## config.mk

```make
export PLATFORM = sky130hd
export DESIGN_NAME = interrupt_controller
export DESIGN_NICKNAME = d
export VERILOG_FILES = /design/src/rtl/interrupt_controller_pkg.sv /design/src/rtl/interrupt_controller_button_debounce.sv /design/src/rtl/interrupt_controller.sv
export SDC_FILE = /design/constraint.sdc
export NUM_CORES = 1
export LEC_CHECK = 0
export BUFFER_PORTS_ARGS = -buffer_cell sky130_fd_sc_hd__buf_2
export CORE_AREA = 2 2 98 100
export DETAILED_ROUTE_END_ITERATION = 10
export DIE_AREA = 0 0 100 102
export PLACE_DENSITY = 0.76
export SETUP_SLACK_MARGIN = 0.15
export SLEW_MARGIN = 20
export SYNTH_ARGS = -nofsm -noshare
export SYNTH_HDL_FRONTEND = slang
export SYNTH_HIERARCHICAL = 1
export SYNTH_SLANG_ARGS = --single-unit
```

## constraint.sdc

```tcl
create_clock -name clk -period 2 [get_ports clk]
set_clock_uncertainty 0.1 [all_clocks]
set_input_delay 0.1 -clock clk [delete_from_list [all_inputs] [get_ports clk]]
set_output_delay 0.1 -clock clk [all_outputs]
set_load 0.03 [all_outputs]
```

## src/rtl/interrupt_controller_pkg.sv

```systemverilog
// Shared definitions for the push-button interrupt controller.
// Contents:
//   irq_state_e  handshake FSM states (IDLE / REQ / SERVICE)
//   IRQ_VEC_TOP  bit of the interruptions vector that belongs to button0
//   IRQ_ID_W     width of the source index
//   IRQ_VEC_W    width of the interruptions vector
//   prio_pick    fixed-priority pick, lowest index wins
//   irq_vec      source index -> one-hot interruptions vector
//   id_onehot    source index -> one-hot pending mask
package interrupt_controller_pkg;

  typedef enum logic [1:0] {
    ST_IDLE    = 2'd0,
    ST_REQ     = 2'd1,
    ST_SERVICE = 2'd2
  } irq_state_e;

  localparam int IRQ_VEC_TOP = 6;
  localparam int IRQ_ID_W    = 2;
  localparam int IRQ_VEC_W   = 8;

  // Lowest set index wins; with nothing set the result is don't-care
  // because callers only use it when at least one bit is set.
  function automatic logic [IRQ_ID_W-1:0] prio_pick(input logic [3:0] elig);
    logic [IRQ_ID_W-1:0] id;
    if (elig[0]) begin
      id = 2'd0;
    end else if (elig[1]) begin
      id = 2'd1;
    end else if (elig[2]) begin
      id = 2'd2;
    end else begin
      id = 2'd3;
    end
    return id;
  endfunction

  // button0 sits at IRQ_VEC_TOP and higher indices move towards bit 0.
  function automatic logic [IRQ_VEC_W-1:0] irq_vec(input logic [IRQ_ID_W-1:0] id);
    logic [IRQ_VEC_W-1:0] top;
    top = 8'd1 << IRQ_VEC_TOP;
    return top >> id;
  endfunction

  function automatic logic [3:0] id_onehot(input logic [IRQ_ID_W-1:0] id);
    return 4'd1 << id;
  endfunction

endpackage

```

## src/rtl/interrupt_controller_button_debounce.sv

```systemverilog
// Per-button input conditioning: 2-FF synchroniser, saturating debounce
// counter and a one-cycle pulse on the accepted 0->1 transition.
// Ports:
//   clk    in   system clock
//   reset  in   asynchronous active-low reset
//   btn    in   raw button, asynchronous to clk
//   rise   out  one-cycle pulse in the cycle the debounced level goes 0->1
module button_debounce #(
  parameter int DEB_BITS = 16
) (
  input  logic clk,
  input  logic reset,
  input  logic btn,
  output logic rise
);

  localparam logic [DEB_BITS-1:0] CNT_MAX = '1;

  logic                sync1_r;
  logic                sync2_r;
  logic                level_r;
  logic [DEB_BITS-1:0] cnt_r;
  logic                sat_s;

  assign sat_s = (cnt_r == CNT_MAX);

  // The pulse is taken combinationally from the acceptance condition so that
  // pending is written in the same edge the debounced level flips.
  assign rise = sync2_r & ~level_r & sat_s;

  // Two-stage synchroniser for the asynchronous button input.
  always_ff @(posedge clk or negedge reset) begin
    if (!reset) begin
      sync1_r <= 1'b0;
      sync2_r <= 1'b0;
    end else begin
      sync1_r <= btn;
      sync2_r <= sync1_r;
    end
  end

  // Count while the synchronised input disagrees with the accepted level;
  // any agreement restarts the count, saturation accepts the new level.
  always_ff @(posedge clk or negedge reset) begin
    if (!reset) begin
      level_r <= 1'b0;
      cnt_r   <= '0;
    end else if (sync2_r == level_r) begin
      cnt_r   <= '0;
    end else if (sat_s) begin
      level_r <= sync2_r;
      cnt_r   <= '0;
    end else begin
      cnt_r   <= cnt_r + DEB_BITS'(1);
    end
  end

endmodule

```

## src/rtl/interrupt_controller.sv

```systemverilog
// Push-button interrupt controller. Debounced button rising edges are
// latched as pending requests; the enabled ones are offered to the CPU one
// at a time (button0 highest priority) through a req/ack/eoi handshake.
// Ports:
//   clk            in   system clock, rising edge
//   reset          in   asynchronous active-low reset
//   buttons        in   raw active-high buttons
//   mask_we        in   enable-mask write strobe
//   mask_in        in   new enable mask (1 = enabled)
//   irq_ack        in   CPU accepts the current request
//   irq_eoi        in   CPU finished the handler
//   irq_req        out  request valid
//   irq_id         out  index of the requested/serviced source
//   interruptions  out  one-hot vector, bit (6 - irq_id) while irq_req
//   pending        out  latched pending bits
//   mask           out  current enable mask
module interrupt_controller
  import interrupt_controller_pkg::*;
#(
  parameter int N_IRQ    = 4,
  parameter int DEB_BITS = 16
) (
  input  logic                 clk,
  input  logic                 reset,
  input  logic [N_IRQ-1:0]     buttons,
  input  logic                 mask_we,
  input  logic [N_IRQ-1:0]     mask_in,
  input  logic                 irq_ack,
  input  logic                 irq_eoi,
  output logic                 irq_req,
  output logic [IRQ_ID_W-1:0]  irq_id,
  output logic [IRQ_VEC_W-1:0] interruptions,
  output logic [N_IRQ-1:0]     pending,
  output logic [N_IRQ-1:0]     mask
);

  logic [N_IRQ-1:0]     rise_s;
  logic [N_IRQ-1:0]     eligible_s;
  logic [N_IRQ-1:0]     clr_s;
  logic [N_IRQ-1:0]     pending_nxt_s;
  logic [N_IRQ-1:0]     pending_r;
  logic [N_IRQ-1:0]     mask_r;
  irq_state_e           state_r;
  irq_state_e           state_nxt_s;
  logic [IRQ_ID_W-1:0]  id_r;
  logic [IRQ_ID_W-1:0]  id_nxt_s;
  logic                 irq_req_r;
  logic [IRQ_VEC_W-1:0] vec_r;

  for (genvar g = 0; g < N_IRQ; g++) begin : g_deb
    button_debounce #(
      .DEB_BITS (DEB_BITS)
    ) u_deb (
      .clk   (clk),
      .reset (reset),
      .btn   (buttons[g]),
      .rise  (rise_s[g])
    );
  end

  assign eligible_s = pending_r & mask_r;

  // Next state and the pending-clear request. Only the REQ state looks at
  // irq_ack, so an eoi arriving together with ack is simply not seen.
  always_comb begin
    state_nxt_s = state_r;
    id_nxt_s    = id_r;
    clr_s       = '0;
    case (state_r)
      ST_IDLE: begin
        if (eligible_s != {N_IRQ{1'b0}}) begin
          state_nxt_s = ST_REQ;
          id_nxt_s    = prio_pick(eligible_s);
        end else begin
          state_nxt_s = ST_IDLE;
        end
      end
      ST_REQ: begin
        if (irq_ack) begin
          state_nxt_s = ST_SERVICE;
          clr_s       = id_onehot(id_r);
        end else begin
          state_nxt_s = ST_REQ;
        end
      end
      ST_SERVICE: begin
        if (irq_eoi) begin
          state_nxt_s = ST_IDLE;
        end else begin
          state_nxt_s = ST_SERVICE;
        end
      end
      default: begin
        state_nxt_s = ST_IDLE;
      end
    endcase
  end

  // A new edge wins over the ack clear so a press during the ack is kept.
  always_comb begin
    pending_nxt_s = (pending_r & ~clr_s) | rise_s;
  end

  // FSM state and latched source index.
  always_ff @(posedge clk or negedge reset) begin
    if (!reset) begin
      state_r <= ST_IDLE;
      id_r    <= '0;
    end else begin
      state_r <= state_nxt_s;
      id_r    <= id_nxt_s;
    end
  end

  // Pending request latch.
  always_ff @(posedge clk or negedge reset) begin
    if (!reset) begin
      pending_r <= '0;
    end else begin
      pending_r <= pending_nxt_s;
    end
  end

  // CPU-writable enable mask, all sources enabled out of reset.
  always_ff @(posedge clk or negedge reset) begin
    if (!reset) begin
      mask_r <= '1;
    end else if (mask_we) begin
      mask_r <= mask_in;
    end else begin
      mask_r <= mask_r;
    end
  end

  // Registered request outputs, decoded from the next state so that they
  // line up exactly with the REQ state.
  always_ff @(posedge clk or negedge reset) begin
    if (!reset) begin
      irq_req_r <= 1'b0;
      vec_r     <= '0;
    end else if (state_nxt_s == ST_REQ) begin
      irq_req_r <= 1'b1;
      vec_r     <= irq_vec(id_nxt_s);
    end else begin
      irq_req_r <= 1'b0;
      vec_r     <= '0;
    end
  end

  assign irq_req       = irq_req_r;
  assign irq_id        = id_r;
  assign interruptions = vec_r;
  assign pending       = pending_r;
  assign mask          = mask_r;

endmodule

```

* Word-level counts from Yosys, hierarchy flattened
Cells that the tools add are included.
Storage, ports and cells: bits in registers 97, input port bits 13, output and inout port bits 19
Operators by class: add/subtract/negate cells 4, equal/unequal tests 11, shift operators 2, multiplexer cells 21, bitwise operators 20, reduce and logical (&&, ||, !) cells 6
Operators with widths (count):
- two-way mux 16 bit | 8
- adder 16 x 1 -> 16 bit, second input constant | 4
- == test 16 bit, second input constant | 4
- two-way mux 2 bit | 6
- AND 1 bit | 8
- AND 4 bit | 2
- two-way mux 4 bit | 2
- two-way mux 8 bit | 1
- inverter 1 bit | 8
- AND reduction 2 bit | 4
- >> shifter 7 x 2 -> 8 bit, first input constant | 1
- one-hot mux 2 bit (3 select lines) | 1
- == test 1 bit | 4
- == test 2 x 1 -> 1 bit, second input constant | 2
- inverter 4 bit | 1
- OR 4 bit | 1
- nonzero test 4 bit | 1
- left shift 1 x 2 -> 4 bit, first input constant | 1
- two-way mux 1 bit | 3
- == test 2 bit, second input constant | 1
- zero test 2 bit | 1

* Longest topological paths before layout
depth after elaboration 8, gate-level depth with buffers 6

* By module
The synthesis kept the hierarchy.
Modules (own cells, without submodules):
- button_debounce | times used 4, cells each 84, area each 927.1 µm²
- interrupt_controller | times used 1, cells each 66, area each 754.5 µm²

* Worst setup path before layout
No wires, ideal clock.
path type reg-to-reg, start reg g_deb[0].u_deb.cnt_r[0], end reg g_deb[0].u_deb.level_r, setup time 0.125 ns, arrival time 1.301 ns, setup slack 0.474 ns, cell stages (with the launch flop) 6, period minus slack after synthesis 1.526 ns, path through dfrtp_1 -> ha_1 -> nand3_2 -> nor2_2 -> nand3b_1 -> mux2_4
On the way: cells in the longest elaborated chain, start to end 2
RTL lines:
- from (decl) | RTL line interrupt_controller_button_debounce.sv:22 | logic [DEB_BITS-1:0] cnt_r;
- from (signal assigned) | RTL line interrupt_controller_button_debounce.sv:54 | cnt_r <= cnt_r + DEB_BITS'(1);
- == test 16 bit | RTL line interrupt_controller_button_debounce.sv:25 | assign sat_s = (cnt_r == CNT_MAX);
- AND reduction 2 bit (no line)
- to (signal assigned) | RTL line interrupt_controller_button_debounce.sv:51 | level_r <= sync2_r;
- to (decl) | RTL line interrupt_controller_button_debounce.sv:21 | logic level_r;
Every way passes these cells. A chain may end at the register's enable or synchronous reset.

* Final worst setup path
start reg g_deb[2].u_deb.cnt_r[0], end reg g_deb[2].u_deb.cnt_r[5]
On the way: cells in the longest elaborated chain, start to end 3
RTL lines:
- from (decl) | RTL line interrupt_controller_button_debounce.sv:22
- from (signal assigned) | RTL line interrupt_controller_button_debounce.sv:54
- adder 16 x 1 -> 16 bit / == test 16 bit (equally long branches) | RTL line interrupt_controller_button_debounce.sv:54, interrupt_controller_button_debounce.sv:25
- two-way mux 16 bit * | RTL line interrupt_controller_button_debounce.sv:50 | end else if (sat_s) begin
- two-way mux 16 bit * | RTL line interrupt_controller_button_debounce.sv:48 | end else if (sync2_r == level_r) begin
Mark *: on every way between the ends. The rest lies on a longest branch, timed or not.

==> flow_metrics.py <==
metrics = {
    "setup_path": {
        "cp-start-kind": "flop",
        "max_stage_delay_ns": 0.41,
        "slowest_stage": "dfrtp_1",
        "arrival_ns": 1.83,
        "cp_cell_sequence": "ha_1 -> nand3_2 -> nor2_2 -> a21o_1 -> nor2_1",
        "cp-end-kind": "flop",
        "cp_max_fo": 12,
        "crit_type": "reg -> reg",
        "required_ns": 2.12,
    },
    "drt": {
        "routedWlPerCell_um": 13.5,
        "first_pass_iters": 4,
        "route.detailed.drc": 0,
        "via_per_inst": 5.25,
        "ant_nets": 0,
        "drt_iter0_markers": 134,
        "num_vias": 2962,
        "wl_um": 7620,
    },
    "sta": {
        "final_hold_viol_count": 0,
        "period_minus_slack_ns": 1.71,
        "period_share_pct": 85.5,
        "fin_ws_ns": 0.291,
        "holdWs_ns": 0.0420,
        "slew_violations": 0,
        "rsz0062_at_grt": "no",
        "setup_viol": 0,
        "fmax_mhz": 585,
        "fin_setup_tns_ns": 0,
    },
    "clock_network": {
        "cts_buffers": 9,
        "cts-root-buf": "clkbuf_8",
        "cts_sinks": 93,
        "clock_latency_ns": 0.35,
        "cts_max_level": 3,
        "post_cts_buffers": 0,
        "clk_path_buf_depth": 2,
        "tritoncts": "yes",
        "clkTransAtPathRegs_ns": 0.09,
    },
    "floorplan": {
        "dieHeight_um": 102,
        "die_x_um": 100,
        "placement_rows": 35,
        "die_area_um2": 10200,
        "core-area_um2": 9110,
        "start_util_pct": 49.0,
        "ioPinCount": 32,
    },
    "global_route": {
        "grt-ovfl-total": 0,
        "grt_max_degree": 79,
        "grt_first_pass_wirelength_um": 13500,
        "antenna_found_initial": 0,
        "grt_usage_pct": 16.5,
        "grt_pass1_vias": 2977,
    },
    "pwr": {
        "leakage_nw": 2.26,
        "ir_worst_vdd_mv": 0.329,
        "power_density_nw_per_um2": 684,
        "p_total_mw": 3.46,
    },
    "synthesis": {
        "synth_top_area_cell": "dfrtp_1",
        "async_flop_share_pct": 100,
        "ys_seq_elements": 93,
        "synthTopCellsByArea": "dfrtp_1 (50%), xnor2_1 (7.8%), nor2_1 (6.4%)",
        "synth_common_cells": "dfrtp_1 (89), nor2_1 (76), xnor2_1 (40), nand2_1 (24), inv_1 (18)",
        "ys_seq_area_share_pct": 52.3,
        "ys.flop_type": "dfrtp_1",
        "ys_types": 39,
        "synth_edf_count": 0,
        "synth_cells": 402,
        "yosysMostFrequentCell": "dfrtp_1",
        "synth_warnings": 6,
        "synth_top_area_share_pct": 49.9,
        "syn_avg_cell_area_um2": 11.1,
        "syn_area_um2": 4460,
    },
    "placement": {
        "post-dp-hpwl_um": 5270,
        "gp_congestion": 0.786,
        "pre_cts_ws_ns": 0.225,
        "io_buffer_count": 27,
    },
    "worst_hold_path": {
        "min_path_type": "in -> async",
    },
    "final_layout": {
        "fin_nets": 470,
        "area_growth_pct": 13.5,
        "layout-drive-gt1-share_pct": 20.8,
        "num_antenna_cells": 0,
    },
    "status": {
        "status": "finished clean",
    },
    "flow_run": {
        "cap_violations": 0,
    },
}
where the power goes:
part	leakage [nW]	internal, mW	switching (mW)
clock	0.101	0.696	0.618
sequential	1.26	1.92	0.0352
combinational	0.898	0.0761	0.118
total	2.26	2.69	0.771
sequential cells by signal, summed over array words and instances, names as in the netlist:
| register | cells |
|---|---|
| g_deb.u_deb/sync2_r | 4 |
| irq_id | 2 |
| g_deb.u_deb/level_r | 4 |
| mask | 4 |
| g_deb.u_deb/sync1_r | 4 |
| pending | 4 |
| state_r | 2 |
| irq_req | 1 |
| interruptions | 4 |
| g_deb.u_deb/cnt_r | 64 |
cell type report:
cell class	instances	area (um2)
clock buffers	9	124
clock inverters	6	88.8
fillers	765	4050
inverters	18	67.6
multi-input cells	285	2010
flip-flops and latches	93	2330
well taps	111	139
repair buffers	42	298
layer usage:
metal	wire [um]	track usage, %
met5	0	0
met4	119	8.01
met3	179	2.87
met2	3650	27.6
met1	3670	21.1
through the flow:
stage / instances / instance area [um2] / util (%)
2_1_floorplan: 405 / 4470 / -
6_report: 564 / 5060 / 55.6
4_1_cts: 564 / 5060 / 55.5
5_1_grt: 564 / 5060 / 55.6
3_3_place_gp: 535 / 4710 / 51.7
3_5_place_dp: 535 / 4710 / 51.7
worst paths after layout:
kind                                                   start                                end  slack, ns  cells after the start
setup / recovery           g_deb[2].u_deb/cnt_r[0]$_DFF_PN0_  g_deb[2].u_deb/cnt_r[5]$_DFF_PN0_       0.29                      5
hold / removal                                         reset  g_deb[0].u_deb/cnt_r[1]$_DFF_PN0_       0.04                      2
setup reg to reg           g_deb[2].u_deb/cnt_r[0]$_DFF_PN0_  g_deb[2].u_deb/cnt_r[5]$_DFF_PN0_       0.29                      5
hold reg to reg             g_deb[3].u_deb/sync1_r$_DFF_PN0_   g_deb[3].u_deb/sync2_r$_DFF_PN0_       0.25                      0
max in group asynchronous                              reset                mask[2]$_DFFE_PN1P_       1.05                      3
min in group clk                                     irq_ack         interruptions[6]$_DFF_PN0_       0.06                      4
kinds of logic (layout without fill, tap and decap cells):
logic type               Yosys count  count (layout)  synth area share (%)
AO/OA/AOI/OAI                     18              18                  3.22
XOR/XNOR                          56              56                  11.0
adder cells (fa/ha/maj)            8               8                  2.24
buffers and inverters             27              75                  2.94
flip-flops                        93              93                  52.3
multiplexers                       8               8                  2.35
other                              1               4                0.0840
AND/OR/NAND/NOR                  191             191                  25.9
critical path: cells and delay by family (launching register included):
family,cells,cell delay (ns)
AO/OA/AOI/OAI,1,0.36
flip-flops,1,0.41
adder cells (fa/ha/maj),1,0.23
AND/OR/NAND/NOR,3,0.49
timing repair:
action	in CTS	in global routing
hold buffers	14	0
endpoints found under the hold margin	98	0
endpoints found under the setup margin	0	33
gates resized for setup	0	3
cell usage in the layout (no fill, tap or decap), types with 9 or more instances in the layout:
cell,netlist,layout
inv_1,18,18
xor2_1,16,16
xnor2_1,40,40
dfrtp_1,89,89
nor3_2,9,9
nor2_1,76,76
clkbuf_8,0,9
dlygate4sd3_1,0,14
nand2_1,24,24
nand3_1,10,10
buf_2,0,26
nor3_1,13,13
(Power assumes the default switching activity.)
